==> config.mk <==
export PLATFORM = sky130hd
export DESIGN_NAME = dmem_port_arbiter_flat
export DESIGN_NICKNAME = d
export VERILOG_FILES = /design/src/rtl/dmem_port_arbiter_if.sv /design/src/rtl/dmem_port_arbiter.sv /design/src/flat_wrapper.sv
export SDC_FILE = /design/constraint.sdc
export NUM_CORES = 1
export LEC_CHECK = 0
export ABC_AREA = 1
export CORE_ASPECT_RATIO = 1.4
export CORE_MARGIN = 2
export CORE_UTILIZATION = 39
export CTS_BUF_LIST = sky130_fd_sc_hd__clkbuf_8
export DETAILED_ROUTE_END_ITERATION = 16
export PLACE_DENSITY = 0.79
export SLEW_MARGIN = 0
export SYNTH_ARGS = -nofsm -noshare
export SYNTH_HDL_FRONTEND = slang
export SYNTH_SLANG_ARGS = --single-unit
export TNS_END_PERCENT = 1
==> constraint.sdc <==
create_clock -name clock -period 1 [get_ports clock]
set_input_delay 0.25 -clock clock [delete_from_list [all_inputs] [get_ports clock]]
set_output_delay 0.25 -clock clock [all_outputs]
set_load 0.05 [all_outputs]
==> src/rtl/dmem_port_arbiter_if.sv <==
// rtl/dmem_port_arbiter_if.sv - requester and dmem signal bundle for dmem_port_arbiter
interface dmem_port_arbiter_if #(
  parameter int ADDR_W = 12,
  parameter int DATA_W = 32
);
  // port 0: processor data path
  logic              p0_req;
  logic              p0_we;
  logic [ADDR_W-1:0] p0_addr;
  logic [DATA_W-1:0] p0_wdata;
  logic              p0_gnt;
  logic              p0_rvalid;
  logic [DATA_W-1:0] p0_rdata;

  // port 1: game/display engine
  logic              p1_req;
  logic              p1_we;
  logic [ADDR_W-1:0] p1_addr;
  logic [DATA_W-1:0] p1_wdata;
  logic              p1_gnt;
  logic              p1_rvalid;
  logic [DATA_W-1:0] p1_rdata;

  // dmem syncram side
  logic [ADDR_W-1:0] mem_address;
  logic [DATA_W-1:0] mem_data;
  logic              mem_wren;
  logic [DATA_W-1:0] mem_q;

  // requesters plus the dmem instance
  modport master (
    output p0_req, p0_we, p0_addr, p0_wdata,
    input  p0_gnt, p0_rvalid, p0_rdata,
    output p1_req, p1_we, p1_addr, p1_wdata,
    input  p1_gnt, p1_rvalid, p1_rdata,
    input  mem_address, mem_data, mem_wren,
    output mem_q
  );

  // the arbiter
  modport slave (
    input  p0_req, p0_we, p0_addr, p0_wdata,
    output p0_gnt, p0_rvalid, p0_rdata,
    input  p1_req, p1_we, p1_addr, p1_wdata,
    output p1_gnt, p1_rvalid, p1_rdata,
    output mem_address, mem_data, mem_wren,
    input  mem_q
  );
endinterface

==> src/rtl/dmem_port_arbiter.sv <==
// rtl/dmem_port_arbiter.sv - round-robin two-port arbiter in front of the single-port dmem
module dmem_port_arbiter #(
  parameter int ADDR_W = 12,
  parameter int DATA_W = 32,
  parameter int RD_LAT = 1
) (
  input logic           clock,
  input logic           reset,
  dmem_port_arbiter_if.slave bus
);

  // pointer names the port that wins when both request
  typedef enum logic {RR_P0 = 1'b0, RR_P1 = 1'b1} rr_t;

  rr_t               rr_q;
  rr_t               rr_d;
  logic              gnt0;
  logic              gnt1;
  logic              rd_new;
  logic              wr_new;
  logic [ADDR_W-1:0] sel_addr;
  logic [DATA_W-1:0] sel_wdata;

  logic [ADDR_W-1:0] mem_address_q;
  logic [DATA_W-1:0] mem_data_q;
  logic              mem_wren_q;

  // read tags: stage i is valid in cycle N+1+i for a read granted in cycle N
  logic [RD_LAT:0]   tag_vld;
  logic [RD_LAT:0]   tag_own;

  logic              rvalid0_q;
  logic              rvalid1_q;
  logic [DATA_W-1:0] rdata0_q;
  logic [DATA_W-1:0] rdata1_q;

  // arbitration and pointer next state; grants are held off while reset is asserted
  always_comb begin
    gnt0 = 1'b0;
    gnt1 = 1'b0;
    rr_d = rr_q;
    if (reset) begin
      if (bus.p0_req && (!bus.p1_req || rr_q == RR_P0)) begin
        gnt0 = 1'b1;
      end else if (bus.p1_req) begin
        gnt1 = 1'b1;
      end
    end
    if (gnt0) begin
      rr_d = RR_P1;
    end else if (gnt1) begin
      rr_d = RR_P0;
    end
  end

  // command of the granted port
  always_comb begin
    sel_addr  = gnt1 ? bus.p1_addr  : bus.p0_addr;
    sel_wdata = gnt1 ? bus.p1_wdata : bus.p0_wdata;
    wr_new    = (gnt0 && bus.p0_we) || (gnt1 && bus.p1_we);
    rd_new    = (gnt0 && !bus.p0_we) || (gnt1 && !bus.p1_we);
  end

  // pointer register and registered dmem command; address/data hold on idle cycles
  always_ff @(posedge clock or negedge reset) begin
    if (!reset) begin
      rr_q          <= RR_P0;
      mem_wren_q    <= 1'b0;
      mem_address_q <= '0;
      mem_data_q    <= '0;
    end else begin
      rr_q       <= rr_d;
      mem_wren_q <= wr_new;
      if (gnt0 || gnt1) begin
        mem_address_q <= sel_addr;
        mem_data_q    <= sel_wdata;
      end
    end
  end

  // owner tag pipe, aligned with mem_q latency
  always_ff @(posedge clock or negedge reset) begin
    if (!reset) begin
      tag_vld <= '0;
      tag_own <= '0;
    end else begin
      tag_vld <= {tag_vld[RD_LAT-1:0], rd_new};
      tag_own <= {tag_own[RD_LAT-1:0], gnt1};
    end
  end

  // capture mem_q for the owning port; rdata holds between reads
  always_ff @(posedge clock or negedge reset) begin
    if (!reset) begin
      rvalid0_q <= 1'b0;
      rvalid1_q <= 1'b0;
      rdata0_q  <= '0;
      rdata1_q  <= '0;
    end else begin
      rvalid0_q <= tag_vld[RD_LAT] && !tag_own[RD_LAT];
      rvalid1_q <= tag_vld[RD_LAT] &&  tag_own[RD_LAT];
      if (tag_vld[RD_LAT] && !tag_own[RD_LAT]) begin
        rdata0_q <= bus.mem_q;
      end
      if (tag_vld[RD_LAT] && tag_own[RD_LAT]) begin
        rdata1_q <= bus.mem_q;
      end
    end
  end

  assign bus.p0_gnt      = gnt0;
  assign bus.p1_gnt      = gnt1;
  assign bus.p0_rvalid   = rvalid0_q;
  assign bus.p1_rvalid   = rvalid1_q;
  assign bus.p0_rdata    = rdata0_q;
  assign bus.p1_rdata    = rdata1_q;
  assign bus.mem_address = mem_address_q;
  assign bus.mem_data    = mem_data_q;
  assign bus.mem_wren    = mem_wren_q;

endmodule

==> src/flat_wrapper.sv <==
// flat-port wrapper written by rule: the top's interface ports become plain ports
module dmem_port_arbiter_flat 
#(
  parameter int ADDR_W = 12,
  parameter int DATA_W = 32,
  parameter int RD_LAT = 1
)
  (clock, reset, bus_p0_req, bus_p0_we, bus_p0_addr, bus_p0_wdata, bus_p0_gnt, bus_p0_rvalid, bus_p0_rdata, bus_p1_req, bus_p1_we, bus_p1_addr, bus_p1_wdata, bus_p1_gnt, bus_p1_rvalid, bus_p1_rdata, bus_mem_address, bus_mem_data, bus_mem_wren, bus_mem_q);
  dmem_port_arbiter_if #(.ADDR_W(ADDR_W), .DATA_W(DATA_W)) bus_i ();
  input logic clock;
  input logic reset;
  input wire logic [$bits(bus_i.p0_req)-1:0] bus_p0_req;
  input wire logic [$bits(bus_i.p0_we)-1:0] bus_p0_we;
  input wire logic [$bits(bus_i.p0_addr)-1:0] bus_p0_addr;
  input wire logic [$bits(bus_i.p0_wdata)-1:0] bus_p0_wdata;
  output wire logic [$bits(bus_i.p0_gnt)-1:0] bus_p0_gnt;
  output wire logic [$bits(bus_i.p0_rvalid)-1:0] bus_p0_rvalid;
  output wire logic [$bits(bus_i.p0_rdata)-1:0] bus_p0_rdata;
  input wire logic [$bits(bus_i.p1_req)-1:0] bus_p1_req;
  input wire logic [$bits(bus_i.p1_we)-1:0] bus_p1_we;
  input wire logic [$bits(bus_i.p1_addr)-1:0] bus_p1_addr;
  input wire logic [$bits(bus_i.p1_wdata)-1:0] bus_p1_wdata;
  output wire logic [$bits(bus_i.p1_gnt)-1:0] bus_p1_gnt;
  output wire logic [$bits(bus_i.p1_rvalid)-1:0] bus_p1_rvalid;
  output wire logic [$bits(bus_i.p1_rdata)-1:0] bus_p1_rdata;
  output wire logic [$bits(bus_i.mem_address)-1:0] bus_mem_address;
  output wire logic [$bits(bus_i.mem_data)-1:0] bus_mem_data;
  output wire logic [$bits(bus_i.mem_wren)-1:0] bus_mem_wren;
  input wire logic [$bits(bus_i.mem_q)-1:0] bus_mem_q;
  assign bus_i.p0_req = bus_p0_req;
  assign bus_i.p0_we = bus_p0_we;
  assign bus_i.p0_addr = bus_p0_addr;
  assign bus_i.p0_wdata = bus_p0_wdata;
  assign bus_p0_gnt = bus_i.p0_gnt;
  assign bus_p0_rvalid = bus_i.p0_rvalid;
  assign bus_p0_rdata = bus_i.p0_rdata;
  assign bus_i.p1_req = bus_p1_req;
  assign bus_i.p1_we = bus_p1_we;
  assign bus_i.p1_addr = bus_p1_addr;
  assign bus_i.p1_wdata = bus_p1_wdata;
  assign bus_p1_gnt = bus_i.p1_gnt;
  assign bus_p1_rvalid = bus_i.p1_rvalid;
  assign bus_p1_rdata = bus_i.p1_rdata;
  assign bus_mem_address = bus_i.mem_address;
  assign bus_mem_data = bus_i.mem_data;
  assign bus_mem_wren = bus_i.mem_wren;
  assign bus_i.mem_q = bus_mem_q;
  dmem_port_arbiter #(.ADDR_W(ADDR_W), .DATA_W(DATA_W), .RD_LAT(RD_LAT)) u_core (.clock(clock), .reset(reset), .bus(bus_i));
endmodule
# ---- After elaboration in Yosys (flattened, before gate mapping)
# Index checks and enable logic that the tools add are counted.
dict set report totals {
  elab_cells 36
  ff_bits 116
  input_bits 126
  output_inout_bits 113
}
dict set report op_classes {
  mux 9
  bitwise_logic 1
  reduce_logical 16
}
# cell n
set op_table {}
lappend op_table {{two-way mux 32 bit} 1}
lappend op_table {{two-way mux 12 bit} 1}
lappend op_table {{logical AND 1 bit} 7}
lappend op_table {{two-way mux 1 bit} 7}
lappend op_table {{zero test 1 bit} 4}
lappend op_table {{logical OR 1 bit} 4}
lappend op_table {{nonzero test 2 bit} 1}
lappend op_table {{NOT 1 bit} 1}

# ---- Logic depth before layout (Yosys ltp)
dict set report depth {
  ltp_word 7
  ltp_mapped 7
}

# ---- Worst setup path after synthesis
# No wires, ideal clock.
dict set report synth_path {
  path_kind {register -> output}
  from {register u_core.rr_q}
  to {output port bus_p1_gnt}
  arrival_ns 0.954
  path_buffers 0
  stages_incl_launch_ff 5
  slack_ns -0.204
  required_time_ns 0.750
  cell_sequence {dfrtp_1 > nand2_2 > nand2_4 > nand2_4 > inv_1}
}
dict set report synth_via {
  elab_chain_cells 5
}
# element line
set synth_lines {}
lappend synth_lines {{start: declaration} dmem_port_arbiter.sv:15} ;# rr_t rr_q;
lappend synth_lines {{start signal: assignment} dmem_port_arbiter.sv:72} ;# rr_q <= rr_d;
lappend synth_lines {{NOT 1 bit} dmem_port_arbiter.sv:43} ;# if (bus.p0_req && (!bus.p1_req || rr_q == RR_P0)) begin
lappend synth_lines {{logical OR 1 bit} dmem_port_arbiter.sv:43}
lappend synth_lines {{logical AND 1 bit} dmem_port_arbiter.sv:43}
lappend synth_lines {{two-way mux 1 bit} dmem_port_arbiter.sv:43}
lappend synth_lines {{two-way mux 1 bit} dmem_port_arbiter.sv:42} ;# if (reset) begin
lappend synth_lines {{end: declaration} flat_wrapper.sv:23} ;# output wire logic [$bits(bus_i.p1_gnt)-1:0] bus_p1_gnt;
# Every way passes these cells.

# ---- Worst setup path after layout
# Ends and elaborated chain as after synthesis.

==> run_results.csv <==
group,metric,value,unit
worst_setup_path,cp.required,0.75,ns
worst_setup_path,reg2regPathDepth,9,
layout,mostFrequentLayoutCell,"nand2_1",
sta,max_freq,629,MHz
clocking,tritoncts,"yes",
logic_synthesis,synth_fa_ha_area_share,0,%
pwr,seqPwrFrac,31.7,%
placed_design,place_congestion,0.802,
grt,grt_pass1_vias,5056,
pwr,p_leak,4.97,nW
detailed_routing,first_iter_violations,226,
pwr,p_clk_share,19.0,%
logic_synthesis,synth_top_family_by_area,"simple AND/OR/NAND/NOR gates",
logic_synthesis,synthXorXnorAreaFrac,0,%
logic_synthesis,syn_avg_cell_area,8.30,um2
worst_setup_path,arrival,1.34,ns
grt,antenna_found_initial,0,
worst_setup_path,worstPathMaxFanout,2,
placed_design,postPlaceCellArea,0.00913,mm2
die,die_h,142,um
layout,nets,1018,
pwr,total_power,21.9,mW
logic_synthesis,synthCells,639,
layout,multi_input_area,0.00169,mm2
detailed_routing,vias,4989,
die,die_area,0.0146,mm2
detailed_routing,totalWireLength,15500,um
logic_synthesis,syn_nets,765,
clocking,cts_root_buf,"clkbuf_8",
clocking,cts_buffers,17,
worst_setup_path,cp-start-kind,"flop",
detailed_routing,wire_per_inst,14.3,um
run_status,status,"finished, violations left",
layout,n_antenna_cell,0,
die,num_rows,50,
logic_synthesis,synth_cell_type_count,17,
layout,regArea,0.00290,mm2
layout,final_util,72.2,%
sta,worst_slew_pin_slew,0.529,ns
pwr,p_comb_share,49.3,%
die,io_pins,239,
run_status,violations,"negative setup slack",
sta,rsz0062_at_grt,"yes",
grt,grt_max_degree,75,
sta,holdWs,0.0306,ns
layout,syn_to_final_growth,81.3,%
die,fp.dieW,103,um
sta,period_share,159,%
pwr,power.switching,8.68,mW
worst_setup_path,rrSetupSlack,-0.38,ns
logic_synthesis,synth-compound-area-share,7.29,%
clocking,ctsHoldBuffers,0,
grt,grt_usage,21.6,%
worst_setup_path,end_kind,"output port",
die,design.core.area,0.0133,mm2
hold_path,hp-class,"input port to async pin",
worst_setup_path,reg2reg_from,"u_core.rr_q$_DFFE_PN0P_",
clocking,clkSinkCount,116,
clocking,cts_buffer_depth,2,
placed_design,pre_cts_slack,-0.569,ns
sta,finalCriticalPeriod,1.59,ns
layout,drive_gt1_share,22.4,%
clocking,h-tree-depth,4,
clocking,clk_pin_slew_worst_paths,0.07,ns
sta,finalClockSkew,0.00922,ns
logic_synthesis,netlist_area,0.00531,mm2
worst_setup_path,reg2reg_to,"u_core.bus.mem_wren$_DFF_PN0_",
logic_synthesis,yosysWarnings,0,
logic_synthesis,muxShareOfSynthArea,0,%
clocking,clock_latency,0.41,ns
sta,final_hold_viol_count,0,
job,cap_violations,0,
detailed_routing,drc,0,
pwr,max-vdd-ir-drop,999,uV
grt,grt_pass1_wl,24400,um
detailed_routing,drtAntennaViolNets,0,
sta,drv_slew,0,
logic_synthesis,synth-simple-area-share,23.8,%
placed_design,io_buffers,238,
die,initial_core_util,39.8,%
detailed_routing,routed_via_density,4.59,
layout,fillCellCount,905,
sta,worst_slack,-0.591,ns
sta,relSlewSlack,64.8,%
grt,grt.overflow.total,0,
sta,setup_violations,209,
pwr,swShare,39.6,%
layout,layout_common_cells,"201 x nand2_1, 128 x buf_12, 124 x inv_1",
layout,fin_area,0.00962,mm2
worst_setup_path,critical_path_class,"flop to output port",
pwr,cell_internal_pwr,13.2,mW
pwr,power.density,2280,mW/mm2
logic_synthesis,ys_seq_elements,116,
detailed_routing,dr.pass1.iters,4,
logic_synthesis,ys_seq_area_share,54.7,%
placed_design,hpwl,11400,um
[cell usage after synthesis (all sizes together)]
| library cell | instances | area, um2 |
|---|---|---|
| nand2 | 207 | 805 |
| inv | 127 | 482 |
| dfrtp | 116 | 2900 |
| nand3 | 89 | 450 |
| o21ai | 64 | 380 |
| buf | 29 | 255 |
| clkbuf | 5 | 18.8 |
| o22ai | 1 | 6.26 |
| or2 | 1 | 6.26 |
[critical path, cell delays in order (launching register included)]
cell and delay (ns):
dfrtp_1 0.41, nand2_2 0.10, nand2_4 0.08, nand2_8 0.08
clkinvlp_4 0.11, buf_12 0.16
[layer usage]
metal  up-vias  track usage (%)  part of all wire, %
met5         -                0                    0
met4         0             8.63                  2.7
met3        32             6.93                  7.8
met2       213             37.3                   53
met1      2295             24.3                   36
li1       2449                -                    -
[cells by family after synthesis]
kind of cell / Yosys count
compound gates: 65
buf+inv: 161
flops: 116
simple gates: 297
[stage by stage]
step           TNS [ns]  cells
6_report         -45.42   1087
5_1_grt          -57.86   1087
4_1_cts          -47.81   1084
3_5_place_dp     -32.53   1046
3_3_place_gp     -29.39   1046
2_1_floorplan     -7.88    639
[flip-flops by register name (all words and copies together) (netlist names)]
register                cells
u_core.bus.mem_address     12
u_core.bus.p0_rdata        32
u_core.bus.mem_data        32
u_core.bus.p0_rvalid        1
u_core.bus.p1_rdata        32
u_core.bus.p1_rvalid        1
u_core.tag_vld              2
u_core.rr_q                 1
u_core.tag_own              2
u_core.bus.mem_wren         1
[how the worst max path moves through the flow]
stage,start,to,slack [ns],cells past startpoint
after detailed placement,bus_p1_req,u_core.bus.mem_data[10]$_DFFE_PN0P_,-0.57,7
final,u_core.rr_q$_DFFE_PN0P_,bus_p1_gnt,-0.59,5
after floorplan,u_core.rr_q$_DFFE_PN0P_,u_core.bus.mem_wren$_DFF_PN0_,-0.19,6
after CTS,u_core.rr_q$_DFFE_PN0P_,bus_p1_gnt,-0.60,5
after global placement,bus_p1_req,bus_p1_gnt,-0.54,6
after global routing,u_core.rr_q$_DFFE_PN0P_,bus_p1_gnt,-0.66,5
[what timing repair did]
| action | 4_1_cts | 5_1_grt |
|---|---|---|
| endpoints found under the setup margin | 225 | 225 |
| pin swaps | 5 | 2 |
| gates resized for setup | 16 | 6 |
| buffers inserted | 6 | 3 |
| gates cloned | 0 | 0 |
[power by group through the flow]
stage               Clock, mW  Sequential [mW]  Combinational (mW)
finish                   4.17             6.95                10.8
global route             4.52             7.06                11.3
CTS                      4.31             6.96                10.9
detailed placement          0             7.04                10.8
global placement            0             6.98                10.7
floorplan                   0             10.1                1.43
[layout make-up]
type	instances	area share, %
clock inverters	14	1.42
flip-flops and latches	116	30.2
clock buffers	18	2.58
inverters	127	5.07
well taps	182	2.37
multi-input cells	362	17.5
repair buffers	268	40.9
No activity file was read; power rests on OpenSTA's default activity.
